[config.mk]
export PLATFORM = sky130hd
export DESIGN_NAME = nice_frame_packer
export DESIGN_NICKNAME = d
export VERILOG_FILES = /design/src/rtl/nice_frame_packer.sv
export SDC_FILE = /design/constraint.sdc
export NUM_CORES = 2
export LEC_CHECK = 0
export ABC_CLOCK_PERIOD_IN_PS = 45700
export BUFFER_PORTS_ARGS = -buffer_cell sky130_fd_sc_hd__buf_2
export CORE_MARGIN = 2
export CORE_UTILIZATION = 55
export CTS_CLUSTER_DIAMETER = 30
export DETAILED_ROUTE_END_ITERATION = 6
export PLACE_DENSITY = 0.78
export SETUP_SLACK_MARGIN = 0.1
export SKIP_CTS_REPAIR_TIMING = 1
export SLEW_MARGIN = 5
export SYNTH_ARGS = -nofsm -noshare
export SYNTH_HDL_FRONTEND = slang
export SYNTH_SLANG_ARGS = --single-unit
[constraint.sdc]
create_clock -name clk_i -period 45.7 [get_ports clk_i]
set_input_delay 2.285 -clock clk_i [delete_from_list [all_inputs] [get_ports clk_i]]
set_output_delay 2.285 -clock clk_i [all_outputs]
set_load 0.005 [all_outputs]
[src/rtl/nice_frame_packer.sv]
`default_nettype none
// ============================================================================
// Module   : nice_frame_packer
// Brief    : Snapshots NUM_WORDS 32-bit results on each frame tick into one
//            of two banks. Streams each snapshot as a framed valid/ready word
//            sequence: header {SYNC_WORD, seq}, then the payload words, then
//            an optional XOR checksum beat.
//            Optional feature macro: FRAME_PACKER_CHECKSUM_EN (appends the
//            checksum beat and moves last_o onto it).
// Revision : 1.0 - initial release
// ============================================================================
module nice_frame_packer #(
  parameter int          NUM_WORDS = 25,
  parameter logic [15:0] SYNC_WORD = 16'h5AC3
) (
  input  logic                    clk_i,
  input  logic                    reset_i,
  input  logic                    tick_i,
  input  logic [32*NUM_WORDS-1:0] words_i,
  output logic [31:0]             data_o,
  output logic                    valid_o,
  input  logic                    ready_i,
  output logic                    last_o,
  output logic [15:0]             seq_o,
  output logic [15:0]             drop_count_o,
  output logic                    overflow_o
);

  localparam int c_IDX_W = (NUM_WORDS > 1) ? $clog2(NUM_WORDS) : 1;
  localparam logic [c_IDX_W-1:0] c_LAST_IDX = c_IDX_W'(NUM_WORDS - 1);
`ifdef FRAME_PACKER_CHECKSUM_EN
  localparam bit c_CSUM_EN = 1'b1;
`else
  localparam bit c_CSUM_EN = 1'b0;
`endif

  typedef enum logic [1:0] {
    ST_IDLE     = 2'd0,
    ST_HEADER   = 2'd1,
`ifdef FRAME_PACKER_CHECKSUM_EN
    ST_PAYLOAD  = 2'd2,
    ST_CHECKSUM = 2'd3
`else
    ST_PAYLOAD  = 2'd2
`endif
  } state_t;

  // Snapshot storage; contents need no reset.
  logic [31:0]        r_bank     [2][NUM_WORDS];
  logic [15:0]        r_bank_seq [2];

  logic               r_wr_bank;
  logic               r_rd_bank;
  logic [1:0]         r_full_cnt;
  logic [15:0]        r_seq;
  logic [15:0]        r_drop_cnt;
  logic               r_overflow;

  state_t             r_state, w_state_nxt;
  logic [c_IDX_W-1:0] r_idx, w_idx_nxt;
  logic [31:0]        r_data, w_data_nxt;
  logic               r_valid, w_valid_nxt;
  logic               r_last, w_last_nxt;
`ifdef FRAME_PACKER_CHECKSUM_EN
  logic [31:0]        r_csum;
`endif

  logic               w_fire;
  logic               w_done;
  logic               w_capture;
  logic               w_drop;
  logic [15:0]        w_seq_inc;
  logic [c_IDX_W-1:0] w_idx_inc;

  // A frame finishes when its last-flagged beat transfers; that frees a bank
  // in the same cycle, so a tick arriving then is still captured.
  assign w_fire    = r_valid & ready_i;
  assign w_done    = w_fire & r_last;
  assign w_capture = tick_i & (~r_full_cnt[1] | w_done);
  assign w_drop    = tick_i & ~w_capture;
  assign w_seq_inc = r_seq + 16'd1;
  assign w_idx_inc = r_idx + c_IDX_W'(1);

  // Write the snapshot and its sequence number into the free bank.
  always_ff @(posedge clk_i) begin
    if (w_capture) begin
      for (int k = 0; k < NUM_WORDS; k++) begin
        r_bank[r_wr_bank][k] <= words_i[32*k +: 32];
      end
      r_bank_seq[r_wr_bank] <= w_seq_inc;
    end
  end

  // Bank pointers, occupancy, sequence and drop bookkeeping.
  always_ff @(posedge clk_i or negedge reset_i) begin
    if (!reset_i) begin
      r_wr_bank  <= 1'b0;
      r_rd_bank  <= 1'b0;
      r_full_cnt <= 2'd0;
      r_seq      <= 16'd0;
      r_drop_cnt <= 16'd0;
      r_overflow <= 1'b0;
    end else begin
      if (w_capture) begin
        r_wr_bank <= ~r_wr_bank;
        r_seq     <= w_seq_inc;
      end
      if (w_done) begin
        r_rd_bank <= ~r_rd_bank;
      end
      r_full_cnt <= r_full_cnt + {1'b0, w_capture} - {1'b0, w_done};
      if (w_drop) begin
        r_overflow <= 1'b1;
        if (r_drop_cnt != 16'hFFFF) begin
          r_drop_cnt <= r_drop_cnt + 16'd1;
        end
      end
    end
  end

`ifdef FRAME_PACKER_CHECKSUM_EN
  // Running XOR of every beat already sent in the current frame.
  always_ff @(posedge clk_i or negedge reset_i) begin
    if (!reset_i) begin
      r_csum <= 32'd0;
    end else if (w_fire) begin
      if (r_state == ST_HEADER) begin
        r_csum <= r_data;
      end else if (r_state == ST_PAYLOAD) begin
        r_csum <= r_csum ^ r_data;
      end
    end
  end
`endif

  // Stream FSM state and registered output beat.
  always_ff @(posedge clk_i or negedge reset_i) begin
    if (!reset_i) begin
      r_state <= ST_IDLE;
      r_idx   <= '0;
      r_data  <= 32'd0;
      r_valid <= 1'b0;
      r_last  <= 1'b0;
    end else begin
      r_state <= w_state_nxt;
      r_idx   <= w_idx_nxt;
      r_data  <= w_data_nxt;
      r_valid <= w_valid_nxt;
      r_last  <= w_last_nxt;
    end
  end

  // Next beat selection; an unaccepted beat is simply held.
  always_comb begin
    w_state_nxt = r_state;
    w_idx_nxt   = r_idx;
    w_data_nxt  = r_data;
    w_valid_nxt = r_valid;
    w_last_nxt  = r_last;
    case (r_state)
      ST_IDLE: begin
        if (r_full_cnt != 2'd0) begin
          w_state_nxt = ST_HEADER;
          w_data_nxt  = {SYNC_WORD, r_bank_seq[r_rd_bank]};
          w_valid_nxt = 1'b1;
          w_last_nxt  = 1'b0;
        end
      end
      ST_HEADER: begin
        if (w_fire) begin
          w_state_nxt = ST_PAYLOAD;
          w_idx_nxt   = '0;
          w_data_nxt  = r_bank[r_rd_bank][0];
          w_last_nxt  = !c_CSUM_EN && (NUM_WORDS == 1);
        end
      end
      ST_PAYLOAD: begin
        if (w_fire) begin
          if (r_idx == c_LAST_IDX) begin
`ifdef FRAME_PACKER_CHECKSUM_EN
            w_state_nxt = ST_CHECKSUM;
            w_data_nxt  = r_csum ^ r_data;
            w_last_nxt  = 1'b1;
`endif
          end else begin
            w_idx_nxt  = w_idx_inc;
            w_data_nxt = r_bank[r_rd_bank][w_idx_inc];
            w_last_nxt = !c_CSUM_EN && (w_idx_inc == c_LAST_IDX);
          end
        end
      end
      default: begin
        w_state_nxt = r_state;
      end
    endcase
    // Frame completion: chain straight into the other bank's header when it
    // is already full, otherwise fall back to idle.
    if (w_done) begin
      if (r_full_cnt == 2'd2) begin
        w_state_nxt = ST_HEADER;
        w_data_nxt  = {SYNC_WORD, r_bank_seq[~r_rd_bank]};
        w_valid_nxt = 1'b1;
        w_last_nxt  = 1'b0;
      end else begin
        w_state_nxt = ST_IDLE;
        w_valid_nxt = 1'b0;
        w_last_nxt  = 1'b0;
      end
    end
  end

  assign data_o       = r_data;
  assign valid_o      = r_valid;
  assign last_o       = r_last;
  assign seq_o        = r_seq;
  assign drop_count_o = r_drop_cnt;
  assign overflow_o   = r_overflow;

endmodule
`default_nettype wire
==> impl_metrics.env <==
export IMPL_status="finished clean"
export IMPL_drt_antenna_violating_nets=0
export IMPL_yosys_mux_area_fraction_pct=15.90
export IMPL_synth_ff_type="sky130_fd_sc_hd__edfxtp_1"
export IMPL_tritoncts="done"
export IMPL_detail_route_wl_per_cell_um=33.10
export IMPL_async_sr_flop_fraction_pct=4.561
export IMPL_power_leakage_nw=29.56
export IMPL_clk_transition_reported_paths_ps=50
export IMPL_htree_num_levels=5
export IMPL_finClkSkew_ps=66.85
export IMPL_core_area_um2=121900
export IMPL_number_of_synthesized_flops_with_an_enable_pin=1632
export IMPL_dieArea_um2=125600
export IMPL_synth_adder_area_share_pct=0.1297
export IMPL_crit_arrival_ps=7180
export IMPL_first_pass_iters=6
export IMPL_final_routed_drc_violation_total=0
export IMPL_placed_cells_incl_taps=5544
export IMPL_number_of_nets_produced_by_synthesis=3986
export IMPL_finalSetupViolations=0
export IMPL_cp_data_required_time_ps=46190
export IMPL_fraction_of_final_layout_cells_sized_beyond_drive_strength_1_pct=40.72
export IMPL_critPathMostFrequentCell="sky130_fd_sc_hd__buf_4"
export IMPL_synth_ff_latch_count=1710
export IMPL_area_growth_pct=25.54
export IMPL_post_route_min_period_ps=6690
export IMPL_detail_route_vias_per_cell=6.259
export IMPL_numCtsBuffers=332
export IMPL_grt_pass1_vias=40910
export IMPL_maxCapViolations=0
export IMPL_finalHoldViolations=0
export IMPL_fin_cells=6281
export IMPL_power_density_cell_area_nw_per_um2=70.03
export IMPL_post_synth_inst_count=3175
export IMPL_worstSetupEndpointType="flip-flop"
export IMPL_crit_path_max_incr_delay_ps=960
export IMPL_synth_top_family_by_area="multiplexers"
export IMPL_global_route_usage_total_pct=32.56
export IMPL_critical_path_startpoint_type="input port"
export IMPL_critical_path_class="input port to flip-flop"
export IMPL_ys_seq_area_share_pct=75.47
export IMPL_cts_root_to_sink_buffers=4
export IMPL_start_util_pct=55.40
export IMPL_synthSimpleGateAreaFrac_pct=2.190
export IMPL_slew_headroom_pct=9.427
export IMPL_grt_start_max_net_pins=185
export IMPL_synthXorXnorAreaFrac_pct=0.7245
export IMPL_route_vias_total=39310
export IMPL_port_buffers=870
export IMPL_timing_critical_path_slowest_stage_cell="sky130_fd_sc_hd__buf_4"
export IMPL_final_setup_tns_ps=0
export IMPL_grt_pass1_wl_mm=287.0
export IMPL_number_of_sinks_on_the_clock_net=1710
export IMPL_die_h_um=354.4
export IMPL_fin_crit_sh_pct=14.64
export IMPL_route_final_wire_length_mm=207.9
export IMPL_post_synth_num_cell_types=84
export IMPL_antenna_found_initial=159
export IMPL_num_rows=128
export IMPL_synthesized_area_um2=67520
export IMPL_post_dp_hpwl_mm=129.6
export IMPL_synthesis_yosys_warnings=0
export IMPL_path_max_fanout=82
export IMPL_worstSkewPairLatency_ps=930
export IMPL_max_fclk_mhz=149.5
export IMPL_rsz0062_at_grt="no"
export IMPL_post_synth_cell_area_avg_um2=21.27
export IMPL_peakVddDrop_v=0.00008193
export IMPL_die_width_um=354.4
export IMPL_maxSlewViolCount=0
export IMPL_initialDrtViolationCount=4779
export IMPL_gr_total_overflow=0
export IMPL_synth_compound_gate_area_share_pct=3.459
export IMPL_worst_margin_slew_ps=1352
export IMPL_gpl_final_weighted_congestion=0.8571
export IMPL_num_io_pins=871
export IMPL_worstHoldPathType="flip-flop to flip-flop"
export IMPL_crit_path_cells="buf_2 -> nand3_1 -> nand2_1 -> and3_4 -> buf_4 -> buf_4 -> buf_4 -> buf_4"
export IMPL_post_layout_nets=5064
export IMPL_cts_root_buf="sky130_fd_sc_hd__clkbuf_16"
[synthesized netlist by cell type, types with 21 or more instances]
cell type	number	share of area [%]
sky130_fd_sc_hd__xnor2_1	32	0.42
sky130_fd_sc_hd__nor2b_1	21	0.19
sky130_fd_sc_hd__clkbuf_1	46	0.26
sky130_fd_sc_hd__o22ai_1	39	0.36
sky130_fd_sc_hd__o221ai_1	61	0.79
sky130_fd_sc_hd__buf_2	35	0.26
sky130_fd_sc_hd__xor2_1	22	0.29
sky130_fd_sc_hd__mux2i_1	185	2.7
sky130_fd_sc_hd__o21ai_0	43	0.32
sky130_fd_sc_hd__mux4_2	339	11
sky130_fd_sc_hd__nand2_1	100	0.56
sky130_fd_sc_hd__mux4_1	42	1.6
sky130_fd_sc_hd__a211oi_1	41	0.46
sky130_fd_sc_hd__nand3_1	29	0.21
sky130_fd_sc_hd__nor2_1	48	0.27
sky130_fd_sc_hd__edfxtp_1	1632	73
sky130_fd_sc_hd__a21oi_1	75	0.56
sky130_fd_sc_hd__buf_4	26	0.29
sky130_fd_sc_hd__dfrtp_1	78	2.9
sky130_fd_sc_hd__and2_1	25	0.23
sky130_fd_sc_hd__buf_6	26	0.43
[placed cells by master (no fill, tap or decap), types with 42 or more instances in the layout]
master and n:
sky130_fd_sc_hd__a21oi_1 75, sky130_fd_sc_hd__o21ai_0 43, sky130_fd_sc_hd__mux4_2 339, sky130_fd_sc_hd__buf_4 51, sky130_fd_sc_hd__mux4_1 42, sky130_fd_sc_hd__diode_2 150, sky130_fd_sc_hd__bufinv_16 53, sky130_fd_sc_hd__edfxtp_1 1632
sky130_fd_sc_hd__clkinvlp_4 46, sky130_fd_sc_hd__dfrtp_1 76, sky130_fd_sc_hd__o221ai_1 61, sky130_fd_sc_hd__clkbuf_16 336, sky130_fd_sc_hd__buf_2 869, sky130_fd_sc_hd__nor2_1 45, sky130_fd_sc_hd__mux2i_1 185, sky130_fd_sc_hd__nand2_1 100
[final cells by class]
| cell class | count | area (µm²) |
|---|---|---|
| flip-flops and latches | 1710 | 50970 |
| fillers | 7148 | 37100 |
| multi-input cells | 1275 | 15250 |
| clock buffers | 368 | 8568 |
| repair buffers | 925 | 4832 |
| clock inverters | 219 | 2711 |
| well taps | 1625 | 2033 |
| diodes | 150 | 375.4 |
| inverters | 9 | 41.29 |
[state kept, by name, indices dropped and copies added (netlist names)]
register,count
seq_o,16
r_idx,5
r_bank_seq,32
r_full_cnt,2
drop_count_o,16
r_rd_bank,1
overflow_o,1
last_o,1
r_wr_bank,1
r_bank,1600
valid_o,1
r_state,2
data_o,32
[worst paths after layout]
path | start | endpoint | cells past startpoint | slack [ps]
min in group asynchronous | reset_i | drop_count_o[9]$_DFFE_PN0P_ | 1 | 1470
max in group asynchronous | reset_i | data_o[26]$_DFF_PN0_ | 2 | 43170
hold reg to reg | drop_count_o[15]$_DFFE_PN0P_ | drop_count_o[15]$_DFFE_PN0P_ | 1 | 490
hold / removal | drop_count_o[15]$_DFFE_PN0P_ | drop_count_o[15]$_DFFE_PN0P_ | 1 | 490
setup / recovery | ready_i | r_bank[1][432]$_DFFE_PP_ | 8 | 39010
setup reg to reg | r_rd_bank$_DFFE_PN0P_ | data_o[1]$_DFF_PN0_ | 9 | 39990
[cell families (layout without fill, tap and decap cells)]
logic type,after synthesis,in the layout
flip-flops,1710,1710
multiplexers,578,578
AO/OA/AOI/OAI,338,338
AND/OR/NAND/NOR,297,297
buffers and inverters,190,1521
XOR/XNOR,55,55
adder cells (fa/ha/maj),7,7
other,0,150
[layer usage]
metal  vias up  share of wire (%)  GRT usage, %
met1     20160                 33         37.78
met3       731                 10         10.60
met4        78                6.3         20.35
li1      15860                  -             -
met5         -               0.25             0
met2      2479                 50         52.77
[power by group]
part | internal [W] | leakage [nW] | switching, W
Combinational | 0.000437 | 8.21 | 0.000840
Sequential | 0.00208 | 16.0 | 0.000115
Clock | 0.00165 | 5.38 | 0.000817
[stage by stage]
stage	setup slack [ps]	hold slack (ps)	util, %	cell area (µm²)	power (W)
2_1_floorplan	6827	459.0	-	67520	0.003285
3_3_place_gp	38110	475.6	59.99	73120	0.003414
3_5_place_dp	38100	485.3	59.99	73120	0.003447
4_1_cts	39010	491.7	69.25	84400	0.005937
5_1_grt	38630	516.1	69.42	84610	0.006087
6_report	39010	488.2	69.56	84770	0.005937
[critical path, delay by kind of cell]
family        cells  cell delay [ps]
buf+inv           5             3440
simple gates      3             1250
(Power assumes the default switching activity.)
